## src/rtl/store_access_sequencer_pkg.sv

```systemverilog
// Shared store-lane definitions: opcodes, width encodings, base byte masks and sequencer states.
package store_access_sequencer_pkg;

   localparam logic [6:0] OPC_STORE = 7'b0100011;
   localparam logic [6:0] OPC_LOAD  = 7'b0000011;

   localparam logic [2:0] FNC_SB = 3'b000;
   localparam logic [2:0] FNC_SH = 3'b001;
   localparam logic [2:0] FNC_SW = 3'b010;

   localparam logic [3:0] MASK_SB = 4'b0001;
   localparam logic [3:0] MASK_SH = 4'b0011;
   localparam logic [3:0] MASK_SW = 4'b1111;

   typedef enum logic [1:0] {
      ST_IDLE  = 2'd0,
      ST_BEAT0 = 2'd1,
      ST_BEAT1 = 2'd2
   } state_e;

endpackage

```

## src/rtl/store_access_sequencer_if.sv

```systemverilog
// Request handshake from the execute stage and beat interface to the byte-writable data memory.
interface store_access_sequencer_if #(
   parameter int ADDR_W = 14
) ();
   logic              req_valid;
   logic              req_ready;
   logic [6:0]        req_opcode;
   logic [2:0]        req_funct3;
   logic [31:0]       req_addr;
   logic [31:0]       req_data;
   logic              mem_en;
   logic [ADDR_W-1:0] mem_addr;
   logic [3:0]        mem_we;
   logic [31:0]       mem_wdata;
   logic              mem_ack;
   logic              done;
   logic              misaligned_err;

   modport slave (
      input  req_valid, req_opcode, req_funct3, req_addr, req_data, mem_ack,
      output req_ready, mem_en, mem_addr, mem_we, mem_wdata, done, misaligned_err
   );

   modport master (
      output req_valid, req_opcode, req_funct3, req_addr, req_data, mem_ack,
      input  req_ready, mem_en, mem_addr, mem_we, mem_wdata, done, misaligned_err
   );
endinterface

```

## src/rtl/store_access_sequencer_lane_align.sv

```systemverilog
// Combinational byte-lane alignment: width mask shifted by byte offset, and data split
// across the current word (beat0) and the following word (beat1).
module store_lane_align
   import store_access_sequencer_pkg::*;
(
   input  logic [2:0]  funct3,
   input  logic [1:0]  off,
   input  logic [31:0] data,
   output logic [7:0]  m8,
   output logic [31:0] b0_data,
   output logic [31:0] b1_data,
   output logic        width_ok
);
   logic [3:0]  base;
   logic [63:0] wide;

   always_comb begin
      base     = 4'b0000;
      width_ok = 1'b1;
      case (funct3)
         FNC_SB:  base = MASK_SB;
         FNC_SH:  base = MASK_SH;
         FNC_SW:  base = MASK_SW;
         default: width_ok = 1'b0;
      endcase
      m8   = {4'b0000, base} << off;
      // one 64-bit shift yields both beats' data; upper half is what spills into the next word
      wide = {32'h0000_0000, data} << {off, 3'b000};
   end

   assign b0_data = wide[31:0];
   assign b1_data = wide[63:32];

endmodule

```

## src/rtl/store_access_sequencer.sv

```systemverilog
// Store sequencer: accepts one store at a time, issues one or two registered memory beats,
// and pulses done when the last beat is acknowledged.
//
//   state    | meaning
//   ---------+---------------------------------------------------------
//   ST_IDLE  | req_ready high; decode and accept a request
//   ST_BEAT0 | first word beat on the memory port, waiting for mem_ack
//   ST_BEAT1 | spill-over beat into the next word, waiting for mem_ack
module store_access_sequencer
   import store_access_sequencer_pkg::*;
#(
   parameter int ADDR_W           = 14,
   parameter int ALLOW_MISALIGNED = 1
) (
   input logic                      clk,
   input logic                      rst_n,
   store_access_sequencer_if.slave  bus
);
   state_e            state_q, state_d;
   logic              mem_en_q, mem_en_d;
   logic [ADDR_W-1:0] mem_addr_q, mem_addr_d;
   logic [3:0]        mem_we_q, mem_we_d;
   logic [31:0]       mem_wdata_q, mem_wdata_d;
   logic              done_q, done_d;
   logic              err_q, err_d;
   logic [3:0]        b1_we_q, b1_we_d;
   logic [31:0]       b1_wdata_q, b1_wdata_d;
   logic              need_b1_q, need_b1_d;

   logic [7:0]  m8;
   logic [31:0] b0_data, b1_data;
   logic        width_ok;
   logic        is_store, split;

   store_lane_align u_align (
      .funct3   (bus.req_funct3),
      .off      (bus.req_addr[1:0]),
      .data     (bus.req_data),
      .m8       (m8),
      .b0_data  (b0_data),
      .b1_data  (b1_data),
      .width_ok (width_ok)
   );

   assign is_store = (bus.req_opcode == OPC_STORE);
   assign split    = (m8[7:4] != 4'b0000);

   always_comb begin
      state_d     = state_q;
      mem_en_d    = mem_en_q;
      mem_addr_d  = mem_addr_q;
      mem_we_d    = mem_we_q;
      mem_wdata_d = mem_wdata_q;
      b1_we_d     = b1_we_q;
      b1_wdata_d  = b1_wdata_q;
      need_b1_d   = need_b1_q;
      done_d      = 1'b0;
      err_d       = 1'b0;
      case (state_q)
         ST_IDLE: begin
            if (bus.req_valid) begin
               if (!is_store || !width_ok) begin
                  done_d = 1'b1;
               end else if (split && (ALLOW_MISALIGNED == 0)) begin
                  done_d = 1'b1;
                  err_d  = 1'b1;
               end else begin
                  // beat1 payload is captured now so req_* may change during beat0
                  state_d     = ST_BEAT0;
                  mem_en_d    = 1'b1;
                  mem_addr_d  = bus.req_addr[ADDR_W+1:2];
                  mem_we_d    = m8[3:0];
                  mem_wdata_d = b0_data;
                  b1_we_d     = m8[7:4];
                  b1_wdata_d  = b1_data;
                  need_b1_d   = split;
               end
            end
         end
         ST_BEAT0: begin
            if (bus.mem_ack) begin
               if (need_b1_q) begin
                  state_d     = ST_BEAT1;
                  mem_addr_d  = mem_addr_q + {{(ADDR_W-1){1'b0}}, 1'b1};
                  mem_we_d    = b1_we_q;
                  mem_wdata_d = b1_wdata_q;
               end else begin
                  state_d     = ST_IDLE;
                  mem_en_d    = 1'b0;
                  mem_we_d    = 4'b0000;
                  mem_wdata_d = 32'h0000_0000;
                  done_d      = 1'b1;
               end
            end
         end
         ST_BEAT1: begin
            if (bus.mem_ack) begin
               state_d     = ST_IDLE;
               mem_en_d    = 1'b0;
               mem_we_d    = 4'b0000;
               mem_wdata_d = 32'h0000_0000;
               done_d      = 1'b1;
            end
         end
         default: state_d = ST_IDLE;
      endcase
   end

   always_ff @(posedge clk or negedge rst_n) begin
      if (!rst_n) begin
         state_q     <= ST_IDLE;
         mem_en_q    <= 1'b0;
         mem_addr_q  <= '0;
         mem_we_q    <= 4'b0000;
         mem_wdata_q <= 32'h0000_0000;
         done_q      <= 1'b0;
         err_q       <= 1'b0;
         b1_we_q     <= 4'b0000;
         b1_wdata_q  <= 32'h0000_0000;
         need_b1_q   <= 1'b0;
      end else begin
         state_q     <= state_d;
         mem_en_q    <= mem_en_d;
         mem_addr_q  <= mem_addr_d;
         mem_we_q    <= mem_we_d;
         mem_wdata_q <= mem_wdata_d;
         done_q      <= done_d;
         err_q       <= err_d;
         b1_we_q     <= b1_we_d;
         b1_wdata_q  <= b1_wdata_d;
         need_b1_q   <= need_b1_d;
      end
   end

   assign bus.req_ready      = (state_q == ST_IDLE);
   assign bus.mem_en         = mem_en_q;
   assign bus.mem_addr       = mem_addr_q;
   assign bus.mem_we         = mem_we_q;
   assign bus.mem_wdata      = mem_wdata_q;
   assign bus.done           = done_q;
   assign bus.misaligned_err = err_q;

endmodule
```

## src/flat_wrapper.sv

```systemverilog
// flat-port wrapper written by rule: the top's interface ports become plain ports
module store_access_sequencer_flat import store_access_sequencer_pkg::*;
#(
   parameter int ADDR_W           = 14,
   parameter int ALLOW_MISALIGNED = 1
)
  (clk, rst_n, bus_req_valid, bus_req_opcode, bus_req_funct3, bus_req_addr, bus_req_data, bus_mem_ack, bus_req_ready, bus_mem_en, bus_mem_addr, bus_mem_we, bus_mem_wdata, bus_done, bus_misaligned_err);
  store_access_sequencer_if #(.ADDR_W(ADDR_W)) bus_i ();
  input logic clk;
  input logic rst_n;
  input wire logic [$bits(bus_i.req_valid)-1:0] bus_req_valid;
  input wire logic [$bits(bus_i.req_opcode)-1:0] bus_req_opcode;
  input wire logic [$bits(bus_i.req_funct3)-1:0] bus_req_funct3;
  input wire logic [$bits(bus_i.req_addr)-1:0] bus_req_addr;
  input wire logic [$bits(bus_i.req_data)-1:0] bus_req_data;
  input wire logic [$bits(bus_i.mem_ack)-1:0] bus_mem_ack;
  output wire logic [$bits(bus_i.req_ready)-1:0] bus_req_ready;
  output wire logic [$bits(bus_i.mem_en)-1:0] bus_mem_en;
  output wire logic [$bits(bus_i.mem_addr)-1:0] bus_mem_addr;
  output wire logic [$bits(bus_i.mem_we)-1:0] bus_mem_we;
  output wire logic [$bits(bus_i.mem_wdata)-1:0] bus_mem_wdata;
  output wire logic [$bits(bus_i.done)-1:0] bus_done;
  output wire logic [$bits(bus_i.misaligned_err)-1:0] bus_misaligned_err;
  assign bus_i.req_valid = bus_req_valid;
  assign bus_i.req_opcode = bus_req_opcode;
  assign bus_i.req_funct3 = bus_req_funct3;
  assign bus_i.req_addr = bus_req_addr;
  assign bus_i.req_data = bus_req_data;
  assign bus_i.mem_ack = bus_mem_ack;
  assign bus_req_ready = bus_i.req_ready;
  assign bus_mem_en = bus_i.mem_en;
  assign bus_mem_addr = bus_i.mem_addr;
  assign bus_mem_we = bus_i.mem_we;
  assign bus_mem_wdata = bus_i.mem_wdata;
  assign bus_done = bus_i.done;
  assign bus_misaligned_err = bus_i.misaligned_err;
  store_access_sequencer #(.ADDR_W(ADDR_W), .ALLOW_MISALIGNED(ALLOW_MISALIGNED)) u_core (.clk(clk), .rst_n(rst_n), .bus(bus_i));
endmodule
```

## config.mk

```make
export PLATFORM = sky130hd
export DESIGN_NAME = store_access_sequencer_flat
export DESIGN_NICKNAME = d
export VERILOG_FILES = /design/src/rtl/store_access_sequencer_pkg.sv /design/src/rtl/store_access_sequencer_if.sv /design/src/rtl/store_access_sequencer_lane_align.sv /design/src/rtl/store_access_sequencer.sv /design/src/flat_wrapper.sv
export SDC_FILE = /design/constraint.sdc
export NUM_CORES = 1
export LEC_CHECK = 0
export BUFFER_PORTS_ARGS = -buffer_cell sky130_fd_sc_hd__buf_2
export CORE_ASPECT_RATIO = 2
export CORE_MARGIN = 1
export CORE_UTILIZATION = 40
export CTS_CLUSTER_SIZE = 40
export DETAILED_ROUTE_END_ITERATION = 10
export GPL_ROUTABILITY_DRIVEN = 0
export PLACE_DENSITY_LB_ADDON = 0.12
export SYNTH_ARGS = -nofsm -noshare
export SYNTH_HDL_FRONTEND = slang
export SYNTH_HIERARCHICAL = 1
export SYNTH_SLANG_ARGS = --single-unit
```

## constraint.sdc

```tcl
create_clock -name clk -period 2.11 [get_ports clk]
set_input_delay 0 -clock clk [delete_from_list [all_inputs] [get_ports clk]]
set_output_delay 0 -clock clk [all_outputs]
set_load 0.03 [all_outputs]
```

==> flow_metrics.py <==
metrics = {
    "synthesis": {
        "async_flop_share": 1.00,
        "synth_cell_type_count": 62,
        "synthXorXnorAreaFrac": 0,
        "synth_seq_area_share": 0.433,
        "synth_flop_cell": "dfrtp_1",
        "synth_simple_gate_area_frac": 0.268,
        "syn_area_sq_mm": 0.00526,
        "yosys_warnings": 6,
        "ys_ff_latch": 91,
        "synth-compound-area-share": 0.159,
        "synth_mux_area_frac": 0.0696,
        "synth_top_family_by_area": "simple AND/OR/NAND/NOR gates",
        "synth_edf_count": 0,
        "synthCells": 612,
        "synth_area_per_cell_sq_um": 8.60,
        "yosys.area_share.adder": 0.0119,
    },
    "placement": {
        "pre_cts_slack_ps": 94.7,
        "post-dp-hpwl_um": 10600,
        "port_buffers": 114,
    },
    "run": {
        "cap_viol_max_count": 0,
    },
    "layout": {
        "layout-drive-gt1-share": 0.234,
        "nNetsFinal": 818,
        "layout_common_cells": "nand2_1, buf_2, dfrtp_1, o21ai_0, a21oi_1",
        "final_common_cell": "nand2_1",
        "syn_to_final_growth_pct": 22.7,
        "diodes": 0,
    },
    "detailed_routing": {
        "final_antenna_net_count": 0,
        "viasPerCell": 5.30,
        "vias": 4732,
        "wl_per_cell_um": 16.5,
        "first_iter_violations": 280,
        "routed_wl_um": 14700,
        "firstDrtPassIters": 5,
        "drc": 0,
    },
    "global_routing": {
        "grt_pass1_wl_um": 23700,
        "first_global_vias": 4739,
        "antenna_found_initial": 0,
        "gr-total-overflow": 0,
        "grt_max_degree": 73,
        "globalRouteTotalUtil": 0.221,
    },
    "worst_setup_path": {
        "crit_fanout": 8,
        "startpoint_type": "flip-flop",
        "cp_slowest_cell": "dfrtp_1",
        "crit_type": "flip-flop to flip-flop",
        "r2r_slack_ps": 190,
        "crit_start": "u_core/state_q[1]$_DFFE_PN0P_",
        "required_ps": 2390,
        "r2r-start": "u_core/state_q[1]$_DFFE_PN0P_",
        "path_cells": "inv_1 > ha_1 > nand2b_1 > a22oi_4 > nand2_2 > nor4b_1 > a221o_1",
        "cp-end-kind": "flip-flop",
        "cp_slowest_stage_delay_ps": 390,
        "worstPathArrival_ps": 2190,
        "path_buf_inv": 1,
        "path_delay_family": "simple AND/OR/NAND/NOR gates",
    },
    "timing": {
        "drv_slew": 0,
        "setup_viol_count_final": 0,
        "min_period_ps": 1920,
        "max-slew-margin-rel": 0.605,
        "max_freq_ghz": 0.522,
        "finalCritPeriodShare": 0.908,
        "rsz0062_at_grt": "no",
        "setup_ws_ps": 195,
        "worstMarginPinSlew_ps": 585,
        "skew_ps": 8.95,
        "hold_viol": 0,
        "fin_tns_setup_ps": 0,
    },
    "floorplanning": {
        "dieHeight_um": 164,
        "core.rowCount": 59,
        "pin_count": 132,
        "fp.coreArea_sq_mm": 0.0129,
        "initial_core_util": 0.407,
        "dieArea_sq_mm": 0.0137,
        "die_x_um": 83.1,
    },
    "power": {
        "report.power.total_mw": 5.70,
        "cellLeakagePower_nw": 3.31,
        "p_per_area_mw_per_mm2": 883,
        "ir_worst_vdd_mv": 0.485,
    },
    "clock_network": {
        "clk_path_buf_depth": 2,
        "cts_inserted_buffers": 9,
        "htree_levels": 3,
        "clk_latency_ps": 340,
        "cts_tree": "yes",
        "root_buffer": "clkbuf_16",
        "post-cts-setup-buffers": 0,
        "cts.sink_count": 91,
        "clkTransAtPathRegs_ps": 70,
    },
    "worst_hold_path": {
        "hp-class": "primary input to flip-flop",
        "hp-start": "bus_req_funct3[2]",
    },
    "run_status": {
        "run_status": "finished clean",
    },
}
==> registers in the layout, indices dropped and copies added, names as in the netlist <==
name,count
u_core/bus.mem_addr,14
u_core/b1_we_q,4
u_core/state_q,2
u_core/need_b1_q,1
u_core/bus.mem_en,1
u_core/bus.mem_we,4
u_core/b1_wdata_q,32
u_core/bus.done,1
u_core/bus.mem_wdata,32
==> kinds of logic after synthesis <==
logic type | Yosys count
muxes | 35
DFF | 91
and+or+nand+nor | 292
AOI/OAI and AO/OA | 130
buffers and inverters | 57
other | 2
adders and majority gates | 5
==> report_power, final <==
group,switching (mW),total [mW],internal [mW]
clock network,0.705,1.54,0.832
logic,1.28,1.87,0.587
registers,0.222,2.30,2.08
total,2.21,5.70,3.49
==> final timing paths <==
kind | endpoint | cells past startpoint
max | u_core/bus.mem_addr[6]$_DFFE_PN0P_ | 7
min | u_core/b1_we_q[2]$_DFFE_PN0P_ | 4
max reg2reg | u_core/bus.mem_addr[6]$_DFFE_PN0P_ | 7
min reg2reg | u_core/b1_wdata_q[11]$_DFFE_PN0P_ | 2
max in group asynchronous | u_core/b1_wdata_q[18]$_DFFE_PN0P_ | 3
min in group asynchronous | u_core/bus.mem_addr[2]$_DFFE_PN0P_ | 2
==> cell type report <==
type,instances,area [sq um]
timing repair buffer,152,958
tap,152,190
sequential,91,2280
clock buffer,10,239
clock inverter,6,40.0
multi-input combinational,472,2720
fill,1253,6460
inverter,9,33.8
==> stage by stage <==
step,util,instances,hold slack [ps],instance area [sq um]
after floorplan,-,620,-296,5300
after global placement,0.467,861,8.96,6030
after detailed placement,0.467,861,6.37,6030
after CTS,0.500,892,4.34,6460
after global routing,0.500,892,27.2,6460
final,0.500,892,6.26,6460
==> cell usage after synthesis (9+ instances only) <==
cell type / count / area (sq um)
nand3_1: 11 / 55.1
nand2_1: 167 / 627
mux2i_1: 31 / 310
a21oi_1: 42 / 210
buf_2: 9 / 45.0
nor2_1: 25 / 93.8
dfrtp_1: 91 / 2280
buf_4: 11 / 82.6
clkbuf_1: 24 / 90.1
nor2b_1: 38 / 238
and3_1: 11 / 68.8
o21ai_0: 44 / 220
==> worst register-to-register path: stages, from the launching register on <==
cell and delay, ps:
dfrtp_1 390, inv_1 80, ha_1 260, nand2b_1 280, a22oi_4 210, nand2_2 160
nor4b_1 320, a221o_1 150
==> per-layer routing <==
metal / GRT usage / vias up / part of all wire
met4: 0.112 / 0 / 0.038
li1: - / 2324 / -
met5: 0 / - / 0
met3: 0.0286 / 31 / 0.038
met1: 0.244 / 2217 / 0.38
met2: 0.409 / 160 / 0.54
==> what timing repair did <==
item / in CTS / in global routing
resized for setup: 0 / 1
endpoints found under the setup margin: 0 / 2
hold buffers: 15 / 0
hold endpoints to repair: 49 / 0
Note: power is estimated with default switching activity, not from simulation.
